===== src/rtl/cmp_seq_ctrl.sv =====
// cmp_seq_ctrl: walks one shared 4-bit compare slice over a 4*NIBBLES-bit operand pair, MSB nibble first;
// done pulses k+1 cycles after start for k nibbles, start ignored while busy. CMP_SIGNED_EN adds signed_cmp.
module cmp_seq_ctrl #(
  parameter int NIBBLES    = 4,
  parameter int EARLY_EXIT = 1
) (
  input  logic                 clk,
  input  logic                 rst_n,
  input  logic                 start,
  input  logic [4*NIBBLES-1:0] i1,
  input  logic [4*NIBBLES-1:0] i2,
`ifdef CMP_SIGNED_EN
  input  logic                 signed_cmp,
`endif
  output logic                 busy,
  output logic                 done,
  output logic                 less,
  output logic                 greater,
  output logic                 equal,
  output logic [2:0]           nib_cnt,
  output logic [3:0]           slc_a,
  output logic [3:0]           slc_b,
  input  logic                 slc_less,
  input  logic                 slc_greater,
  input  logic                 slc_equal
);
  localparam int         W        = 4 * NIBBLES;
  localparam logic [2:0] LAST_IDX = 3'(NIBBLES - 1);
  localparam logic [2:0] NIB3     = 3'(NIBBLES);

  typedef enum logic [1:0] {S_IDLE, S_CMP, S_DONE} state_t;
  state_t r_state, w_next;

  logic [W-1:0] r_a, r_b;
  logic [2:0]   r_idx;
  logic [2:0]   r_nib_cnt;
  logic         r_stk_lt, r_stk_gt;
  logic         r_less, r_greater, r_equal;
  logic         r_signed;

  logic         w_gt, w_lt, w_early, w_fin, w_accept, w_flip, w_signed_in;
  logic         w_fin_gt, w_fin_lt;
  logic [3:0]   w_nib_a, w_nib_b;

`ifdef CMP_SIGNED_EN
  assign w_signed_in = signed_cmp;
`else
  assign w_signed_in = 1'b0;
`endif

  // Only a one-hot slice answer counts as ordered; anything else reads as equal.
  assign w_gt     = slc_greater & ~slc_less & ~slc_equal;
  assign w_lt     = slc_less & ~slc_greater & ~slc_equal;
  assign w_early  = (EARLY_EXIT != 0) && (w_gt || w_lt);
  assign w_fin    = w_early || (r_idx == 3'd0);
  assign w_accept = (r_state == S_IDLE) && start;
  assign w_flip   = r_signed && (r_idx == LAST_IDX);
  assign w_fin_gt = r_stk_gt | (~r_stk_lt & w_gt);
  assign w_fin_lt = r_stk_lt | (~r_stk_gt & w_lt);

  always_comb begin
    w_nib_a = 4'd0;
    w_nib_b = 4'd0;
    for (int n = 0; n < NIBBLES; n++) begin
      if (r_idx == 3'(n)) begin
        w_nib_a = r_a[4*n +: 4];
        w_nib_b = r_b[4*n +: 4];
      end
    end
  end

  always_ff @(posedge clk or negedge rst_n) begin
    if (!rst_n) r_state <= S_IDLE;
    else        r_state <= w_next;
  end

  always_comb begin
    w_next = r_state;
    case (r_state)
      S_IDLE:  if (start) w_next = S_CMP;
      S_CMP:   if (w_fin) w_next = S_DONE;
      S_DONE:  w_next = S_IDLE;
      default: w_next = S_IDLE;
    endcase
  end

  // Flipping bit 3 of the top nibble maps two's-complement order onto unsigned order.
  always_comb begin
    busy  = 1'b0;
    done  = 1'b0;
    slc_a = 4'd0;
    slc_b = 4'd0;
    case (r_state)
      S_CMP: begin
        busy  = 1'b1;
        slc_a = {w_nib_a[3] ^ w_flip, w_nib_a[2:0]};
        slc_b = {w_nib_b[3] ^ w_flip, w_nib_b[2:0]};
      end
      S_DONE: begin
        busy = 1'b1;
        done = 1'b1;
      end
      default: ;
    endcase
  end

  always_ff @(posedge clk or negedge rst_n) begin
    if (!rst_n) begin
      r_a       <= '0;
      r_b       <= '0;
      r_idx     <= LAST_IDX;
      r_stk_lt  <= 1'b0;
      r_stk_gt  <= 1'b0;
      r_less    <= 1'b0;
      r_greater <= 1'b0;
      r_equal   <= 1'b0;
      r_nib_cnt <= 3'd0;
      r_signed  <= 1'b0;
    end else if (w_accept) begin
      r_a      <= i1;
      r_b      <= i2;
      r_idx    <= LAST_IDX;
      r_stk_lt <= 1'b0;
      r_stk_gt <= 1'b0;
      r_signed <= w_signed_in;
    end else if (r_state == S_CMP) begin
      if (w_early) begin
        r_greater <= w_gt;
        r_less    <= w_lt;
        r_equal   <= 1'b0;
        r_nib_cnt <= NIB3 - r_idx;
      end else if (r_idx == 3'd0) begin
        r_greater <= w_fin_gt;
        r_less    <= w_fin_lt;
        r_equal   <= ~(w_fin_gt | w_fin_lt);
        r_nib_cnt <= NIB3;
      end else begin
        r_idx <= r_idx - 3'd1;
        // The first unequal nibble wins; later nibbles cannot overturn it.
        if (!(r_stk_lt || r_stk_gt)) begin
          r_stk_gt <= w_gt;
          r_stk_lt <= w_lt;
        end
      end
    end
  end

  assign less    = r_less;
  assign greater = r_greater;
  assign equal   = r_equal;
  assign nib_cnt = r_nib_cnt;

endmodule


===== config.mk =====
export PLATFORM = sky130hd
export DESIGN_NAME = cmp_seq_ctrl
export DESIGN_NICKNAME = d
export VERILOG_FILES = /design/src/rtl/cmp_seq_ctrl.sv
export SDC_FILE = /design/constraint.sdc
export NUM_CORES = 1
export LEC_CHECK = 0
export CORE_MARGIN = 5
export CORE_UTILIZATION = 40
export CTS_CLUSTER_DIAMETER = 40
export CTS_CLUSTER_SIZE = 14
export DETAILED_ROUTE_END_ITERATION = 7
export PLACE_DENSITY = 0.66
export SLEW_MARGIN = 40
export SYNTH_ARGS = -nofsm -noshare
export SYNTH_HDL_FRONTEND = slang
export SYNTH_SLANG_ARGS = --single-unit

===== constraint.sdc =====
create_clock -name clk -period 2.3 [get_ports clk]
set_input_delay 0.46 -clock clk [delete_from_list [all_inputs] [get_ports clk]]
set_output_delay 0.46 -clock clk [all_outputs]
set_load 0.02 [all_outputs]

* Word-level counts from Yosys, hierarchy flattened
Cells that the tools add are included.
** Word-level totals
- Register bits :: 45
- Latch bits :: 0
- Bits in writable memories :: 0
- ROM bits :: 0
- Bits of input ports :: 38
- Output and inout port bits :: 16
- Word-level logic and storage cells :: 88
- Memories kept :: 0
** Operators by class
- Add/sub/neg operators :: 2
- Multiply operators :: 0
- Divide/modulo/power cells :: 0
- Magnitude comparators :: 0
- Equal/unequal tests :: 10
- Shift operators :: 0
- Multiplexer cells :: 37
- Bitwise gates (word level) :: 16
- Reduce and logical (&&, ||, !) cells :: 13
** Operators with widths (number)
- $mux W4 :: 10
- $mux W1 :: 18
- $mux W3 :: 6
- $ne A2 B2 Y1 const B :: 4
- $not A1 Y1 :: 7
- $and A1 B1 Y1 :: 6
- $eq A3 B2 Y1 const B :: 2
- $reduce_and A3 Y1 :: 2
- $mux W2 :: 2
- $pmux W2 S2 :: 1
- $reduce_and A4 Y1 :: 1
- $reduce_bool A2 Y1 :: 2
- $eq A3 B1 Y1 const B :: 1
- $logic_not A3 Y1 :: 1
- $logic_or A1 B1 Y1 :: 3
- $or A1 B1 Y1 :: 3
- $sub A3 B1 Y3 const B :: 1
- $sub A3 B3 Y3 const A :: 1
- $eq A2 B1 Y1 const B :: 1
- $eq A2 B2 Y1 const B :: 1
- $logic_not A2 Y1 :: 1
- $ne A2 B1 Y1 const B :: 1
- $reduce_and A2 Y1 :: 1
- $reduce_or A2 Y1 :: 1
- $logic_and A1 B1 Y1 :: 1

* Logic depth before layout (Yosys ltp)
Gate-level depths: netlist of the first run.
- Depth in word-level cells :: 9
- Depth in mapped cells :: 8
- Depth with buffers taken out :: 7

* Worst setup path before layout of the first run
Ideal clock, no wire load.
- Path type :: reg-to-output
- Start point :: register r_idx[0]
- End point :: output port slc_b[0]
- Arrival :: 1.807 ns
- Data required time :: 1.840 ns
- Path slack :: 0.033 ns
- Cell stages (with the launch flop) :: 5
- Buffers on the path :: 0
- Cell sequence :: dfstp_2 > ha_1 > nor2b_1 > a22oi_1 > a221oi_1
** Between the ends
- Word-level cells in the longest chain between the ends :: 6
- Elaborated cells between the ends (all ways) :: 9
- Classes of those cells :: eq/ne: 3; mux: 5; reduce/logical: 1
** Ends and longest elaborated chain
- start: declaration :: RTL line 35 : logic [2:0] r_idx;
- start signal: assignment :: RTL line 138 : r_idx <= r_idx - 3'd1;
- $logic_not A3 Y1 :: RTL line 65 : if (r_idx == 3'(n)) begin
- $mux W4 (3 in a row) :: RTL line 65
- $mux W4 * :: RTL line 65
- $mux W4 * :: RTL line 93 : case (r_state)
- end: declaration :: RTL line 22 : output logic [3:0] slc_b,
Mark *: on every way between the ends. The rest lies on a longest branch, timed or not.

* Worst setup path after layout of the first run
- Start point :: register r_idx[1]
- End point :: output port slc_b[0]
The elaborated chain is that of the path after synthesis.

==> summary.txt, run 1 <==
Synthesis
  • Post-Synth XOR/XNOR Area: ~1.5%
  • Async set or reset register ratio after synthesis: 100%
  • Largest area contributor in the netlist: dfrtp_1
  • Flops & latches, synth: 45
  • Top cells by area, synth: dfrtp_1, mux2_2, ha_1, o21ai_0, a21oi_1
  • Most frequent cells after synthesis: dfrtp_1, mux2_2, o21ai_0
  • Synth Area in Simple Gates: under 10%
  • Multiplexer area fraction after synthesis: 17.5%
  • Compound-Gate Fraction of Synth Area: 16.0%
  • Seq/Total Area, Yosys: 49.0%
  • Number of synthesized flops with an enable pin: 0
  • Synth Flop Type: dfrtp_1
  • Mapped Cells: 200
  • Synthesized area: 0.00230 mm²
  • Post-synth top area share: ~47%
  • Cell with the most instances after synthesis: dfrtp_1
  • Warnings, synthesis: 0
  • Syn Nets: roughly 250
  • Synth Area in Adders: 5.98%
  • Syn Area/Cell: 11.5 µm²
  • Largest family of logic cells by synthesized area: multiplexers
  • Unique masters post-synth: 29

Setup path
  • Critical Path RT: approximately 1.8 ns
  • Cell family with most CP delay: flip-flops
  • Setup crit start kind: flop
  • Most used cell, CP: buf_6
  • CP endpoint kind: primary output
  • Worst stage delay on the critical path: 0.61 ns
  • WS Path Type: flop to primary output
  • CP Cell Sequence: buf_6, ha_4, nor2b_4, buf_6, a22oi_2, a221oi_4, buf_6
  • CP max stage cell: dfstp_2
  • Number of buffers and inverters on the critical path: 3
  • Worst Path Arrival: just under 2 ns
  • Crit-path max FO: 4

Power
  • Tot Pwr: 4760 µW
  • Power Dens Cells: 1380 mW/mm²
  • Pleak: 0.00146 µW
  • VDD IR max: approximately 580 µV

Detailed routing
  • Vias per cell: just over 5
  • Routed WL per cell: about 16 µm
  • Via count: between 1500 and 2000
  • Antenna Nets Post-Route: 0
  • Pre-Repair DR Iteration Count: 4
  • Residual DRC: 0
  • Initial DRC Count: 71
  • Drt total wl: approximately 5.5 mm

Clocking
  • Worst-Skew Late Latency: 0.29 ns
  • Clk root buf: clkbuf_8
  • CTS HTree Levels: 2
  • CTS tree: yes
  • CTS Buf Count: 5
  • Worst-path clk slew: approximately 0.08 ns
  • CTS max path bufs: 2
  • Sink Count: 45

Layout
  • Layout cells sized above 1: approximately two fifths
  • Seq. cell area: 0.00113 mm²
  • Fillers: ~450
  • Diodes inserted: 0
  • Layout Cells excl Fill: 353
  • Area delta synth->final: 49.6%
  • Final nets: between 300 and 400
  • Utilization after layout: 62.2%
  • Multi-input logic area: roughly 0.0013 mm²

Floorplanning
  • Starting utilization of the core area: roughly 42%
  • Row count: 27
  • CORE AREA: 0.00554 mm²
  • Ports: 54
  • Die height: 85.8 µm
  • Die area: about 0.0074 mm²
  • DIE WIDTH: ~86 µm

STA
  • Period utilization: 105%
  • Worst-Margin Slew: between 0.3 and 0.4 ns
  • Max transition margin: 73.8%
  • Fmax: between 400 and 500 MHz
  • Min Clock Period, post-route: approximately 2.4 ns
  • RSZ-0062 raised after global routing: true
  • Hold Vio Cnt, Final: 0
  • PnR worst setup slack: -0.105 ns
  • Final setup fails: 8
  • Final clock skew: 0.00411 ns
  • Max Slew Vio Count: 0

GRT
  • Largest net degree at the start of global routing: 45
  • Number of global-route vias before repair: 1839
  • GRT Residual Overflow: 0
  • First-pass GRT wire length: a little over 9 mm
  • Total track usage: about 16%
  • Initial antenna violation count: 0

Place
  • Routability Congestion: just over 0.8
  • Placed Cells incl. Taps: between 300 and 400
  • # port buffers: 53
  • DP HPWL: approximately 3.9 mm

Worst hold path
  • Hold WC Path Type: input port to async pin

Status
  • Failing checks: negative setup slack
  • Outcome: finished, violations left

Flow run
  • Max cap viols: 0
[area by class of cell]
type | count | area share (%)
flip-flops and latches | 45 | 32.8
multi-input cells | 131 | 37.3
repair buffers | 82 | 23.2
inverters | 15 | 1.78
well taps | 72 | 2.62
clock buffers | 8 | 2.33
[stage by stage]
step / setup WS (ns) / cell area (µm²) / hold slack [ns] / TNS, ns
after CTS: -0.0869 / 3430 / 0.476 / -0.496
after global routing: -0.183 / 3440 / 0.517 / -1.23
after floorplan: 0.0329 / 2300 / 0.164 / 0
after global placement: -0.371 / 3070 / 0.259 / -2.35
final: -0.105 / 3440 / 0.500 / -0.514
after detailed placement: -0.393 / 3070 / 0.260 / -2.49
[worst register-to-register path: stages (launching register included)]
cell and delay, ns:
dfstp_2 0.61, inv_4 0.07, ha_4 0.17, buf_4 0.14, ha_4 0.15, buf_4 0.14
o211ai_4 0.28, mux2_4 0.33
[cell usage in the layout (no fill, tap or decap), types with 2 or more instances in the layout]
cell type        Yosys  routed
dfstp_2              2       2
mux2_4               2       2
buf_4                0      22
buf_12               0       3
a21oi_1             16      10
o21ai_2              0       5
nand2_1              7       7
a22oi_1              8       2
buf_6                0      10
clkbuf_8             0       5
ha_1                11       5
mux2_2              33      33
a221oi_2             0       5
nor2_1               4       4
xnor2_1              2       2
and2_1               2       2
o21ai_1              2       5
a22o_1               2       2
clkdlybuf4s50_1      0      44
dfrtp_1             43      43
a21oi_2              0       6
ha_4                 0       6
inv_1               15      13
inv_4                0       2
o21ai_0             17       9
a22oi_2              0       6
o211ai_1             2       2
buf_2                5       2
nand2b_1             7       7
clkbuf_1             3       3
[layer usage]
layer	vias up	wire, µm	global-route usage [%]
met5	-	0	0
met4	0	86	5.90
met3	8	247	3.94
met2	34	2740	26.1
met1	866	2440	20.0
li1	872	-	-
[final timing paths]
check	from	end	slack, ns	cells past startpoint
min in group clk	r_a[4]$_DFFE_PN0P_	r_a[4]$_DFFE_PN0P_	0.51	1
worst max register to register	r_idx[1]$_DFFE_PN1P_	greater$_DFFE_PN0P_	0.30	7
worst min register to register	r_a[4]$_DFFE_PN0P_	r_a[4]$_DFFE_PN0P_	0.51	1
worst min-delay path	rst_n	greater$_DFFE_PN0P_	0.50	2
max in group asynchronous	rst_n	r_idx[1]$_DFFE_PN1P_	1.34	3
worst max-delay path	r_idx[1]$_DFFE_PN1P_	slc_b[0]	-0.10	7
[cell families (layout without fill, tap and decap cells)]
logic type                 Yosys count  after routing
buffers and inverters               24            105
muxes                               35             35
adders and majority gates           11             11
xor gates and xnor gates             3              3
and+or+nand+nor                     25             25
AOI/OAI and AO/OA                   57             57
DFF                                 45             45
[repair_timing]
| action | CTS | global route |
|---|---|---|
| setup buffers | 5 | 0 |
| cloned | 1 | 0 |
| hold endpoints to repair | 1 | 0 |
| endpoints found under the setup margin | 8 | 8 |
| gates resized for setup | 101 | 6 |
| hold buffers | 1 | 0 |
| pin swaps | 15 | 9 |
[where the power goes]
part | internal, µW | switching, µW
registers | 1190 | 277
logic | 1460 | 1380
clock network | 216 | 243
[flip-flops by register name, indices dropped and copies added, names as in the netlist]
register	cells
nib_cnt	3
equal	1
r_a	16
r_idx	3
r_b	16
r_stk_gt	1
r_state	2
greater	1
r_stk_lt	1
less	1
No activity file was read; power rests on OpenSTA's default activity.
==> run 2, diff against run 1 <==
PLACE_DENSITY = not set   (was 0.66)
PLACE_DENSITY_LB_ADDON = 0.05   (was not set)
==> summary.txt, run 2 (synthesized netlist as in run 1, its figures left out) <==
Detailed routing
  • Residual DRC: 0
  • Vias per cell: between 5 and 6
  • Drt total wl: 5.46 mm
  • Initial DRC Count: 49
  • Antenna Nets Post-Route: 0
  • Via count: approximately 1800
  • Routed WL per cell: approximately 15 µm
  • Pre-Repair DR Iteration Count: 4

Setup path
  • Setup crit start kind: flop
  • Crit-path max FO: 6
  • CP endpoint kind: primary output
  • Critical Path RT: 1.84 ns
  • WS Path Type: flop to primary output
  • Worst Path Arrival: 1.98 ns

GRT
  • First-pass GRT wire length: roughly 9 mm
  • Number of global-route vias before repair: between 1500 and 2000
  • GRT Residual Overflow: 0
  • Initial antenna violation count: 0
  • Total track usage: between 10% and 20%
  • Largest net degree at the start of global routing: 26

STA
  • Max transition margin: about 62%
  • Hold Vio Cnt, Final: 0
  • Worst-Margin Slew: between 0.5 and 0.6 ns
  • RSZ-0062 raised after global routing: true
  • PnR worst setup slack: -0.137 ns
  • Period utilization: 106%
  • Max Slew Vio Count: 0
  • Fmax: ~410 MHz
  • Final setup fails: 8
  • Min Clock Period, post-route: between 2 and 2.5 ns
  • Final clock skew: 0.00636 ns

Floorplanning
  • DIE WIDTH: roughly 86 µm
  • Die height: ~86 µm
  • CORE AREA: ~0.0055 mm²
  • Die area: approximately 0.0074 mm²
  • Starting utilization of the core area: between 40% and 50%
  • Ports: 54
  • Row count: 27

Power
  • Combinational share of power: roughly 57%
  • Sw Share: 38.1%
  • Switch Pwr: around 1800 µW
  • Power Dens Cells: 1410 mW/mm²
  • Power share of the sequential group: between 20 and 30%
  • Tot Pwr: between 4000 and 5000 µW
  • Pleak: about 0.0015 µW
  • Clock share of power: between 10% and 20%
  • VDD IR max: roughly 630 µV
  • Int Pwr: 2980 µW

Status
  • Outcome: finished, violations left
  • Failing checks: negative setup slack

Clocking
  • CTS HTree Levels: 2
  • Worst-path clk slew: approximately 0.08 ns
  • Worst-Skew Late Latency: 0.30 ns
  • CTS Hold Bufs: 0
  • CTS tree: yes
  • CTS Buf Count: 5
  • Sink Count: 45
  • CTS max path bufs: 2
  • Clk root buf: clkbuf_8

Layout
  • Final nets: ~330
  • Fillers: around 480
  • Layout Cells excl Fill: ~360
  • Layout cells sized above 1: 40.8%
  • Top flop regs: r_a x16, r_b x16
  • Most frequent cells in the layout: clkdlybuf4s50_1, dfrtp_1, mux2_2
  • Commonest non-fill, non-tap cell in the layout: clkdlybuf4s50_1
  • Area delta synth->final: 48.9%
  • Diodes inserted: 0

Place
  • Placed Cells incl. Taps: 341
  • DP HPWL: roughly 3.9 mm
  • Routability Congestion: between 0.7 and 0.8
  • # port buffers: 53

Flow run
  • Max cap viols: 0

Worst hold path
  • Hold WC Path Type: input port to async pin
==> run 2: layer usage <==
layer	part of all wire (%)	wire length, µm	global-route usage (%)	up-vias
met5	0	0	0	-
met4	1.1	58	6.04	0
met3	6.7	368	4.61	4
met2	49	2660	26.1	51
met1	44	2380	20.0	898
li1	-	-	-	879
==> run 2: final timing paths <==
check | startpoint | endpoint | slack, ns | cells after the start
setup reg to reg | r_idx[0]$_DFFE_PN1P_ | less$_DFFE_PN0P_ | 0.28 | 8
hold reg to reg | equal$_DFFE_PN0P_ | equal$_DFFE_PN0P_ | 0.49 | 1
min in group clk | equal$_DFFE_PN0P_ | equal$_DFFE_PN0P_ | 0.49 | 1
max in group asynchronous | rst_n | nib_cnt[2]$_DFFE_PN0P_ | 1.57 | 2
hold / removal | rst_n | greater$_DFFE_PN0P_ | 0.14 | 1
setup / recovery | r_idx[0]$_DFFE_PN1P_ | slc_b[0] | -0.14 | 8
==> run 2: worst max-delay path: stages, from the launching register on <==
cell      delay [ns]
dfstp_2         0.55
buf_6           0.12
ha_4            0.14
nor2b_1         0.12
buf_4           0.15
buf_4           0.12
a22oi_2         0.06
a221oi_2        0.23
buf_4           0.18
==> run 2: layout make-up <==
| cell class | count | area, µm² | share of cell area (%) |
|---|---|---|---|
| multi-input combinational | 131 | 1250 | 36.4 |
| sequential | 45 | 1130 | 32.9 |
| timing repair buffer | 85 | 783 | 22.9 |
| tap | 72 | 90.1 | 2.63 |
| clock buffer | 6 | 82.6 | 2.41 |
| inverter | 15 | 56.3 | 1.64 |
| clock inverter | 2 | 37.5 | 1.10 |
==> run 2: what timing repair did <==
item / CTS / global route
pin swaps: 12 / 5
endpoints found under the setup margin: 8 / 8
setup buffers: 3 / 4
hold endpoints to repair: 0 / 0
resized for setup: 85 / 11
==> run 2: power by group through the flow <==
stage          Sequential [µW]  Combinational, µW  Clock (µW)
5_1_grt                   1460               2990         676
3_5_place_dp              1410               2300           0
3_3_place_gp              1410               2280           0
2_1_floorplan             1410               1360           0
6_report                  1420               2770         627
4_1_cts                   1410               2620         644
==> run 2: through the flow <==
stage               hold slack [ns]  instance area [µm²]  utilization, %  setup TNS [ns]  setup slack [ns]
global route                  0.188                 3430            61.8           -1.23            -0.214
finish                        0.142                 3430            61.8          -0.548            -0.137
global placement              0.476                 3060            55.3           -2.39            -0.319
floorplan                     0.164                 2300               -               0            0.0329
CTS                           0.164                 3360            60.6          -0.597            -0.107
detailed placement            0.474                 3060            55.3           -2.32            -0.313
==> run 3, diff against run 2 <==
--- a/config.mk
+++ b/config.mk
@@ -6,5 +6,4 @@
 export NUM_CORES = 1
 export LEC_CHECK = 0
-export CORE_MARGIN = 5
 export CORE_UTILIZATION = 40
 export CTS_CLUSTER_DIAMETER = 40
@@ -12,5 +11,5 @@
 export DETAILED_ROUTE_END_ITERATION = 7
 export PLACE_DENSITY_LB_ADDON = 0.05
-export SLEW_MARGIN = 40
+export SLEW_MARGIN = 20
 export SYNTH_ARGS = -nofsm -noshare
 export SYNTH_HDL_FRONTEND = slang
==> constraint.sdc (replaced) <==
create_clock -name clk -period 2.3 [get_ports clk]
set_input_delay 0.23 -clock clk [delete_from_list [all_inputs] [get_ports clk]]
set_output_delay 0.23 -clock clk [all_outputs]
set_load 0.02 [all_outputs]
==> summary.txt, run 3 (synthesized netlist as in run 1, its figures left out) <==
Floorplanning
  • Die height: ~80 µm
  • Starting utilization of the core area: just over 40%
  • Die area: 0.00606 mm²
  • DIE WIDTH: 77.8 µm
  • Row count: 27
  • Ports: 54
  • CORE AREA: 0.00554 mm²

Setup path
  • Critical Path RT: approximately 2.1 ns
  • Worst r2r path cells: 7
  • CP endpoint kind: primary output
  • Setup crit start kind: flop
  • Reg-to-reg endpoint: less$_DFFE_PN0P_
  • Cell family with most CP delay: flip-flops
  • Number of buffers and inverters on the critical path: 3
  • CP Cell Sequence: inv_2, ha_4, buf_4, a21oi_1, o21ai_0, a221oi_2, buf_2
  • Worst Path Arrival: between 1.5 and 2 ns
  • Reg-to-Reg Start: r_idx[1]$_DFFE_PN1P_
  • CP max stage cell: dfstp_2
  • Crit-path max FO: 6
  • Worst stage delay on the critical path: ~0.54 ns
  • WS Path Type: flop to primary output
  • Reg2Reg Setup Slack: approximately 0.2 ns

GRT
  • Total track usage: 18.3%
  • Largest net degree at the start of global routing: 23
  • First-pass GRT wire length: ~8.7 mm
  • Number of global-route vias before repair: just under 2000
  • Met1 GRT Util: a little under a quarter
  • GRT Residual Overflow: 0
  • Met2 usage: 30.7%
  • Initial antenna violation count: 0
  • Top Usage Layer GRT: met2
  • Met3 Resource Use GR: ~4.0%

Layout
  • Final Cell Area: around 0.0032 mm²
  • Area delta synth->final: 38.7%
  • Most frequent cells in the layout: clkdlybuf4s50_1, dfrtp_1, mux2_2
  • Commonest non-fill, non-tap cell in the layout: clkdlybuf4s50_1
  • Top flop regs: r_a x16, r_b x16
  • Layout cells sized above 1: between 30% and 40%
  • Final nets: roughly 320
  • Diodes inserted: 0

Worst hold path
  • Hold WC Path Type: input port to async pin

STA
  • Fmax: 456 MHz
  • Period utilization: 95.3%
  • Worst-Margin Slew: about 0.35 ns
  • Max transition margin: 76.7%
  • Min Clock Period, post-route: approximately 2.2 ns
  • Worst hold slack: roughly 0.37 ns
  • Max Slew Vio Count: 0
  • RSZ-0062 raised after global routing: false
  • Final clock skew: 0.00573 ns
  • Hold Vio Cnt, Final: 0
  • PnR worst setup slack: between 0.1 and 0.15 ns
  • Final setup fails: 0

Place
  • Routability Congestion: between 0.7 and 0.8
  • # port buffers: 53
  • Pre-CTS setup slack: -0.139 ns
  • DP HPWL: 3.70 mm
  • Placement Cell Area: between 0.003 and 0.004 mm²

Power
  • Pleak: 0.00138 µW
  • Clock share of power: a little under an eighth
  • Switch Pwr: approximately 1700 µW
  • Sw Share: between 30% and 40%
  • Power Dens Cells: about 1300 mW/mm²
  • Combinational share of power: 55.3%
  • Int Pwr: 2580 µW
  • VDD IR max: 701 µV
  • Tot Pwr: about 4300 µW
  • Power share of the sequential group: 33.2%

Detailed routing
  • Antenna Nets Post-Route: 0
  • Residual DRC: 0
  • Vias per cell: 5.13
  • Routed WL per cell: ~15 µm
  • Via count: 1780
  • Drt total wl: approximately 5.1 mm
  • Pre-Repair DR Iteration Count: 4
  • Initial DRC Count: 83

Status
  • Outcome: finished clean

Flow run
  • Max cap viols: 0

Clocking
  • CTS max path bufs: 2
  • Sink Count: between 40 and 50
  • Worst-Skew Late Latency: ~0.30 ns
  • CTS HTree Levels: 2
  • CTS Buf Count: 5
  • Worst-path clk slew: ~0.090 ns
  • CTS tree: yes
  • Clk root buf: clkbuf_8
run 3: cell count changes in the layout (fill, tap and decap cells not counted), moves of 3 or more:
cell	before	now
a22oi_1	4	7
o21ai_0	10	13
buf_6	10	0
buf_2	1	5
buf_4	30	26
ha_4	6	2
ha_1	5	8
a22oi_2	4	1
run 3: layout make-up:
cell class | instances | area [µm²]
flip-flops and latches | 45 | 1130
fillers | 518 | 2350
repair buffers | 76 | 671
inverters | 15 | 56.3
multi-input cells | 131 | 1160
well taps | 72 | 90.1
clock inverters | 2 | 15.0
clock buffers | 6 | 72.6
run 3: per-stage QoR:
step,instances,util (%),setup TNS [ns]
final,347,57.6,0
after detailed placement,337,54.7,-0.519
after floorplan,200,-,0
after global placement,337,54.7,-0.532
after CTS,347,56.5,-0.00600
after global routing,347,57.6,0
run 3: power by group through the flow:
stage,sequential (µW),combinational (µW),clock [µW]
global route,1460,2600,541
floorplan,1410,1360,0
global placement,1410,2220,0
CTS,1410,2230,508
detailed placement,1420,2230,0
finish,1420,2360,490
run 3: repair_timing:
action | 4_1_cts | 5_1_grt
gates resized for setup | 40 | 23
hold endpoints to repair | 13 | 0
hold buffers | 1 | 0
buffers inserted | 1 | 0
pin swaps | 1 | 6
endpoints found under the setup margin | 8 | 8
run 3: how the worst max path moves through the flow:
stage                                    start  endpoint  slack, ns  cells after the start
after floorplan           r_idx[0]$_DFFE_PN1P_  slc_b[0]       0.26                      4
after global placement    r_idx[0]$_DFFE_PN1P_  slc_a[3]      -0.11                      7
after detailed placement  r_idx[0]$_DFFE_PN1P_  slc_a[2]      -0.14                      7
after CTS                 r_idx[1]$_DFFE_PN1P_  slc_b[3]     -0.006                      6
after global routing      r_idx[0]$_DFFE_PN1P_  slc_a[0]      0.004                      7
final                     r_idx[0]$_DFFE_PN1P_  slc_a[2]       0.11                      7
run 3: metal layers:
layer	wire, µm	share of wire, %
met1	2380	47
met5	0	0
met3	189	3.7
met4	60	1.2
met2	2450	48
